===== src/rtl/pc_sequencer_mod_if.sv =====
// Next-PC sequencer bundle: pipeline status and redirect requests in,
// next PC, flush controls and status out.
interface pc_sequencer_mod_if #(
  parameter int N     = 10,
  parameter int CNT_W = 16
);
  logic [N-1:0]     pc_i;
  logic             stall_i;
  logic             jump_i;
  logic [31:0]      jump_target_i;
  logic             br_taken_i;
  logic [31:0]      br_target_i;
  logic             halt_i;
  logic [31:0]      next_pc_o;
  logic             flush_if_id_o;
  logic             flush_id_ex_o;
  logic             halted_o;
  logic [CNT_W-1:0] redirect_cnt_o;

  // sequencer side
  modport master (
    input  pc_i, stall_i, jump_i, jump_target_i, br_taken_i, br_target_i, halt_i,
    output next_pc_o, flush_if_id_o, flush_id_ex_o, halted_o, redirect_cnt_o
  );

  // pipeline / program-counter side
  modport slave (
    output pc_i, stall_i, jump_i, jump_target_i, br_taken_i, br_target_i, halt_i,
    input  next_pc_o, flush_if_id_o, flush_id_ex_o, halted_o, redirect_cnt_o
  );
endinterface


===== src/rtl/pc_sequencer_mod.sv =====
// Next-PC controller: picks sequential / jump / branch / hold / halt PC,
// raises pipeline flushes after redirects and counts redirects.
//
// state | meaning
// BOOT  | first cycle after reset, next PC forced to 0
// RUN   | normal fetch, all redirect sources honoured
// FLUSH | bubble cycles after a taken branch, only branches honoured
// HALT  | PC frozen until reset
module pc_sequencer_mod #(
  parameter int N         = 10,
  parameter int FLUSH_CYC = 2,
  parameter int CNT_W     = 16
) (
  input logic              clk,
  input logic              rst_n,
  pc_sequencer_mod_if.master bus
);
  localparam int FW = (FLUSH_CYC > 1) ? $clog2(FLUSH_CYC) : 1;
  localparam logic [FW-1:0] FLUSH_LOAD = FW'(FLUSH_CYC - 1);

  typedef enum logic [1:0] {BOOT, RUN, FLUSH, HALT} state_t;

  state_t           state_q, state_d;
  logic [FW-1:0]    fcnt_q, fcnt_d;
  logic             fl_if_q, fl_if_d;
  logic             fl_ex_q, fl_ex_d;
  logic [CNT_W-1:0] cnt_q;
  logic             redirect;
  logic [N-1:0]     npc;
  logic [N-1:0]     pc_inc;
  logic             unused_target_hi;

  // target bits above the PC width are meaningless and dropped
  assign unused_target_hi = ^{bus.jump_target_i[31:N], bus.br_target_i[31:N]};
  assign pc_inc = bus.pc_i + N'(1);

  // next-state, next PC and next flush values
  always_comb begin
    state_d  = state_q;
    fcnt_d   = fcnt_q;
    fl_if_d  = 1'b0;
    fl_ex_d  = 1'b0;
    redirect = 1'b0;
    npc      = pc_inc;
    case (state_q)
      BOOT: begin
        npc     = '0;
        state_d = RUN;
      end
      RUN: begin
        if (bus.halt_i) begin
          npc     = bus.pc_i;
          state_d = HALT;
        end else if (bus.br_taken_i) begin
          npc      = bus.br_target_i[N-1:0];
          state_d  = FLUSH;
          fcnt_d   = FLUSH_LOAD;
          fl_if_d  = 1'b1;
          fl_ex_d  = 1'b1;
          redirect = 1'b1;
        end else if (bus.jump_i) begin
          npc      = bus.jump_target_i[N-1:0];
          fl_if_d  = 1'b1;
          redirect = 1'b1;
        end else if (bus.stall_i) begin
          npc = bus.pc_i;
        end
      end
      FLUSH: begin
        if (bus.br_taken_i) begin
          npc      = bus.br_target_i[N-1:0];
          fcnt_d   = FLUSH_LOAD;
          fl_if_d  = 1'b1;
          fl_ex_d  = 1'b1;
          redirect = 1'b1;
        end else if (fcnt_q == '0) begin
          state_d = RUN;
        end else begin
          fcnt_d  = fcnt_q - 1'b1;
          fl_if_d = 1'b1;
          fl_ex_d = 1'b1;
        end
      end
      HALT: begin
        npc = bus.pc_i;
      end
      default: begin
        npc     = '0;
        state_d = BOOT;
      end
    endcase
  end

  // state, flush timer and registered flush outputs
  always_ff @(posedge clk or negedge rst_n) begin
    if (!rst_n) begin
      state_q <= BOOT;
      fcnt_q  <= '0;
      fl_if_q <= 1'b0;
      fl_ex_q <= 1'b0;
    end else begin
      state_q <= state_d;
      fcnt_q  <= fcnt_d;
      fl_if_q <= fl_if_d;
      fl_ex_q <= fl_ex_d;
    end
  end

  // saturating redirect counter
  always_ff @(posedge clk or negedge rst_n) begin
    if (!rst_n) begin
      cnt_q <= '0;
    end else if (redirect && (cnt_q != '1)) begin
      cnt_q <= cnt_q + CNT_W'(1);
    end
  end

  assign bus.next_pc_o      = {{(32-N){1'b0}}, npc};
  assign bus.flush_if_id_o  = fl_if_q;
  assign bus.flush_id_ex_o  = fl_ex_q;
  assign bus.halted_o       = (state_q == HALT);
  assign bus.redirect_cnt_o = cnt_q;
endmodule


===== src/flat_wrapper.sv =====
// flat-port wrapper written by rule: the top's interface ports become plain ports
module pc_sequencer_mod_flat 
#(
  parameter int N         = 10,
  parameter int FLUSH_CYC = 2,
  parameter int CNT_W     = 16
)
  (clk, rst_n, bus_pc_i, bus_stall_i, bus_jump_i, bus_jump_target_i, bus_br_taken_i, bus_br_target_i, bus_halt_i, bus_next_pc_o, bus_flush_if_id_o, bus_flush_id_ex_o, bus_halted_o, bus_redirect_cnt_o);
  pc_sequencer_mod_if #(.N(N), .CNT_W(CNT_W)) bus_i ();
  input logic clk;
  input logic rst_n;
  input wire logic [$bits(bus_i.pc_i)-1:0] bus_pc_i;
  input wire logic [$bits(bus_i.stall_i)-1:0] bus_stall_i;
  input wire logic [$bits(bus_i.jump_i)-1:0] bus_jump_i;
  input wire logic [$bits(bus_i.jump_target_i)-1:0] bus_jump_target_i;
  input wire logic [$bits(bus_i.br_taken_i)-1:0] bus_br_taken_i;
  input wire logic [$bits(bus_i.br_target_i)-1:0] bus_br_target_i;
  input wire logic [$bits(bus_i.halt_i)-1:0] bus_halt_i;
  output wire logic [$bits(bus_i.next_pc_o)-1:0] bus_next_pc_o;
  output wire logic [$bits(bus_i.flush_if_id_o)-1:0] bus_flush_if_id_o;
  output wire logic [$bits(bus_i.flush_id_ex_o)-1:0] bus_flush_id_ex_o;
  output wire logic [$bits(bus_i.halted_o)-1:0] bus_halted_o;
  output wire logic [$bits(bus_i.redirect_cnt_o)-1:0] bus_redirect_cnt_o;
  assign bus_i.pc_i = bus_pc_i;
  assign bus_i.stall_i = bus_stall_i;
  assign bus_i.jump_i = bus_jump_i;
  assign bus_i.jump_target_i = bus_jump_target_i;
  assign bus_i.br_taken_i = bus_br_taken_i;
  assign bus_i.br_target_i = bus_br_target_i;
  assign bus_i.halt_i = bus_halt_i;
  assign bus_next_pc_o = bus_i.next_pc_o;
  assign bus_flush_if_id_o = bus_i.flush_if_id_o;
  assign bus_flush_id_ex_o = bus_i.flush_id_ex_o;
  assign bus_halted_o = bus_i.halted_o;
  assign bus_redirect_cnt_o = bus_i.redirect_cnt_o;
  pc_sequencer_mod #(.N(N), .FLUSH_CYC(FLUSH_CYC), .CNT_W(CNT_W)) u_core (.clk(clk), .rst_n(rst_n), .bus(bus_i));
endmodule

===== config.mk =====
export PLATFORM = sky130hd
export DESIGN_NAME = pc_sequencer_mod_flat
export DESIGN_NICKNAME = d
export VERILOG_FILES = /design/src/rtl/pc_sequencer_mod_if.sv /design/src/rtl/pc_sequencer_mod.sv /design/src/flat_wrapper.sv
export SDC_FILE = /design/constraint.sdc
export NUM_CORES = 1
export LEC_CHECK = 0
export ABC_CLOCK_PERIOD_IN_PS = 2300
export BUFFER_PORTS_ARGS = -buffer_cell sky130_fd_sc_hd__buf_4
export CAP_MARGIN = 20
export CORE_ASPECT_RATIO = 1.5
export CORE_UTILIZATION = 43
export DETAILED_ROUTE_END_ITERATION = 10
export GPL_TIMING_DRIVEN = 0
export PLACE_DENSITY = 0.82
export SLEW_MARGIN = 0
export SYNTH_ARGS = -nofsm -noshare
export SYNTH_HDL_FRONTEND = slang
export SYNTH_SLANG_ARGS = --single-unit
export TNS_END_PERCENT = 30

===== constraint.sdc =====
create_clock -name clk -period 2.3 [get_ports clk]
set_input_delay 0.115 -clock clk [delete_from_list [all_inputs] [get_ports clk]]
set_output_delay 0.115 -clock clk [all_outputs]
set_load 0.02 [all_outputs]

==> summary.md <==
| Metric | Value |
|---|---|
| Status | finished with violations |
| Failing checks | design-rule violations |
| Rows | 30 |
| Dpl hpwl | 4050 um |
| Ratio of cells with drive above 1 in the final layout | 0.355 |
| Fillcell total | 411 |
| Grt ovf | 0 |
| R2R cell count | 8 |
| DRC violations left | 9 |
| Top post-synthesis cells by area | dfrtp_1 (26%), buf_4 (8.3%), xor2_1 (5.7%) |
| Root buf cell | clkbuf_8 |
| Inserted Diodes | 0 |
| Vias | 2,036 |
| Core area | 4470 sq um |
| Worst setup path class | reg2out |
| P&R area growth vs syn | 35.6% |
| Die Ht | 85.3 um |
| Setup-failing EPs final | 0 |
| Post-synth top area share | 0.264 |
| Vias/cell | 5.43 |
| CTS sink count | 21 |
| Startpoint types | flop |
| Max stage delay cell, worst path | dfrtp_1 |
| Max Slew Vio Count | 0 |
| Max Freq | 0.441 GHz |
| Crit. End Element | output port |
| Drt first-iter violations | 99 |
| DP Worst Slack | 0.0856 ns |
| Synth Flop Type | dfrtp_1 |
| Port Buffer Count | 60 |
| Max Fanout on Critical Path | 10 |
| FF-to-FF End | u_core.bus.redirect_cnt_o[11] |
| Latest clock arrival within the worst-skew pair | 0.27 ns |
| CP delay by family, top | compound AO/OA/AOI/OAI gates |
| Antenna Nets Post-Route | 0 |
| Gpl congestion | 0.928 |
| DR WL met2 | 2790 um |
| Vias in the first global route | 1,932 |
| Worst slew pin tran | 0.507 ns |
| Final hold viol count | 0 |
| Mean post-synth cell area | 8.36 sq um |
| PwrDens | 875 nW/um^2 |
| Yosys reg bits | 21 |
| H-tree depth | 1 |
| Gr usage total | 0.215 |
| Routed WL per cell | 13.8 um |
| Setup ws final | 0.0333 ns |
| Die width | 57.6 um |
| CTS tree | done |
| Worst EP required | 2.18 ns |
| Die ar. | 4910 sq um |
| Tmin final | 2.27 ns |
| Top routing layer used | met4 |
| M1 WL | 1840 um |
| Worst hold path class | in2reg |
| Total CTS buffers | 3 |
| Post-synthesis instance total | 238 |
| Slew HR | 0.662 |
| CP Data Arrival Time | 2.15 ns |
| Setup TNS | 0 ns |
| Leak | 0.00130 uW |
| Clk slew on worst S/H paths | 0.07 ns |
| Count of cell types in the netlist | 58 |
| Register area share after synthesis | 0.264 |
| Max-cap violations | 0 |
| Post-synth EDFFs | 0 |
| Nets | 414 |
| Final wirelength | 5190 um |
| Largest net degree at the start of global routing | 22 |
| Launching point of the worst reg2reg path | u_core.state_q[1] |
| Most frequent cells after synthesis | nand2_1 (25), buf_4 (22), dfrtp_1 (21) |
| Post-synth ARST share | 1.00 |
| Initial Utilization | 0.446 |
| First-pass GRT wire length | 8320 um |
| Clk buf depth | 2 |
| Crit path cell chain | inv_2, ha_4, and2b_4, buf_8, a31oi_4, o32ai_4, a21oi_2, nor4_2, buf_4 |
| Hold Path Depth | 3 |
| Post-synth top area cell | dfrtp_1 |
| Min-delay src | bus_halt_i |
| Initial antenna violation count | 0 |
| Yosys warns | 0 |
| Most frequent cell after synthesis | nand2_1 |
| Number of buffers and inverters on the critical path | 3 |
| Crit path largest cell delay | 0.40 ns |
| Reg2reg setup slack | 0.34 ns |
| Ports | 131 |
| DRT Pass-1 Iters | 8 |
| Cell Area, Synth | 1990 sq um |
| Tcrit/Tclk final | 0.986 |
| Max VDD drop | 0.652 mV |
| Met3 WL | 347 um |
| Hold worst-path end | u_core.state_q[1] |
| Clock skew | 0.00280 ns |
| RSZ-0062 raised after global routing | yes |
worst reg2reg max path, cell delays in order, from the launching register on:
cell	delay, ns
dfrtp_1	0.40
inv_2	0.09
ha_4	0.14
buf_4	0.14
nand2b_1	0.19
nor2_2	0.27
o21ai_2	0.17
nor4_2	0.31
xor2_1	0.18
routing by layer:
layer	up-vias	track usage
li1	992	-
met1	931	0.204
met2	93	0.408
met3	20	0.0274
met4	0	0.149
met5	-	0
cell families after synthesis:
family / after synthesis / share of synthesized area
other cells: 1 / 0.00188
simple gates: 85 / 0.221
flops: 21 / 0.264
xor+xnor: 20 / 0.0880
buf+inv: 42 / 0.129
compound gates: 62 / 0.253
mux: 1 / 0.00566
fa+ha+maj: 6 / 0.0377
worst max-delay path by stage:
stage                            from                to  slack [ns]  cells after the start
floorplan           u_core.state_q[1]  bus_next_pc_o[3]        0.19                      8
global placement    u_core.state_q[1]  bus_next_pc_o[3]        0.12                      9
detailed placement  u_core.state_q[1]  bus_next_pc_o[3]        0.09                      9
CTS                 u_core.state_q[1]  bus_next_pc_o[3]        0.02                      9
global route        u_core.state_q[1]  bus_next_pc_o[3]       -0.07                      9
finish              u_core.state_q[1]  bus_next_pc_o[3]        0.03                      9
stage by stage:
stage | cells | hold slack, ns | instance area [sq um] | total power (uW) | utilization
floorplan | 259 | -0.181 | 2070 | 1540 | -
global placement | 367 | 0.00864 | 2580 | 2010 | 0.578
detailed placement | 367 | 0.00942 | 2580 | 2030 | 0.578
CTS | 374 | 0.229 | 2670 | 2330 | 0.597
global route | 375 | 0.251 | 2700 | 2510 | 0.604
finish | 375 | 0.227 | 2700 | 2360 | 0.604
sequential cells by signal, indices dropped and copies added (netlist names):
name                       cells
u_core.bus.flush_id_ex_o       1
u_core.bus.flush_if_id_o       1
u_core.bus.redirect_cnt_o     16
u_core.state_q                 2
u_core.fcnt_q                  1
layout by cell type (no fill, tap or decap), types with 3 or more instances in the layout:
cell type,netlist,final
buf_4,22,85
nand2_1,25,25
conb_1,1,22
dfrtp_1,21,20
nor2_1,17,16
xor2_1,13,13
a21oi_1,11,10
nor3_1,10,10
nand3_1,9,9
inv_1,9,8
xnor2_1,7,7
o21ai_0,6,6
nand2b_1,6,6
a211oi_1,6,6
clkbuf_1,6,5
a31oi_1,4,4
o22ai_1,4,4
ha_1,6,4
o21a_1,3,3
nand4_1,3,3
clkbuf_8,0,3
area by class of cell:
cell class	instances	area, sq um	area share
buffer	32	229	0.0848
inverter	10	37.5	0.0139
tap	48	60.1	0.0222
timing repair buffer	64	483	0.179
clock buffer	4	45.0	0.0167
multi-input combinational	196	1320	0.488
sequential	21	527	0.195
report_power, final:
part           total (uW)  switching [uW]  internal (uW)
clock network         245             121            124
logic                1580             896            686
registers             537            83.7            453
what timing repair did:
action                                 4_1_cts  5_1_grt
hold buffers                                 1        0
endpoints found under the hold margin       21        0
setup endpoints to repair                    3        6
resized for setup                            5        9
gates cloned                                 0        0
buffers inserted                             2        1
pin swaps                                    2        4
(Power assumes the default switching activity.)
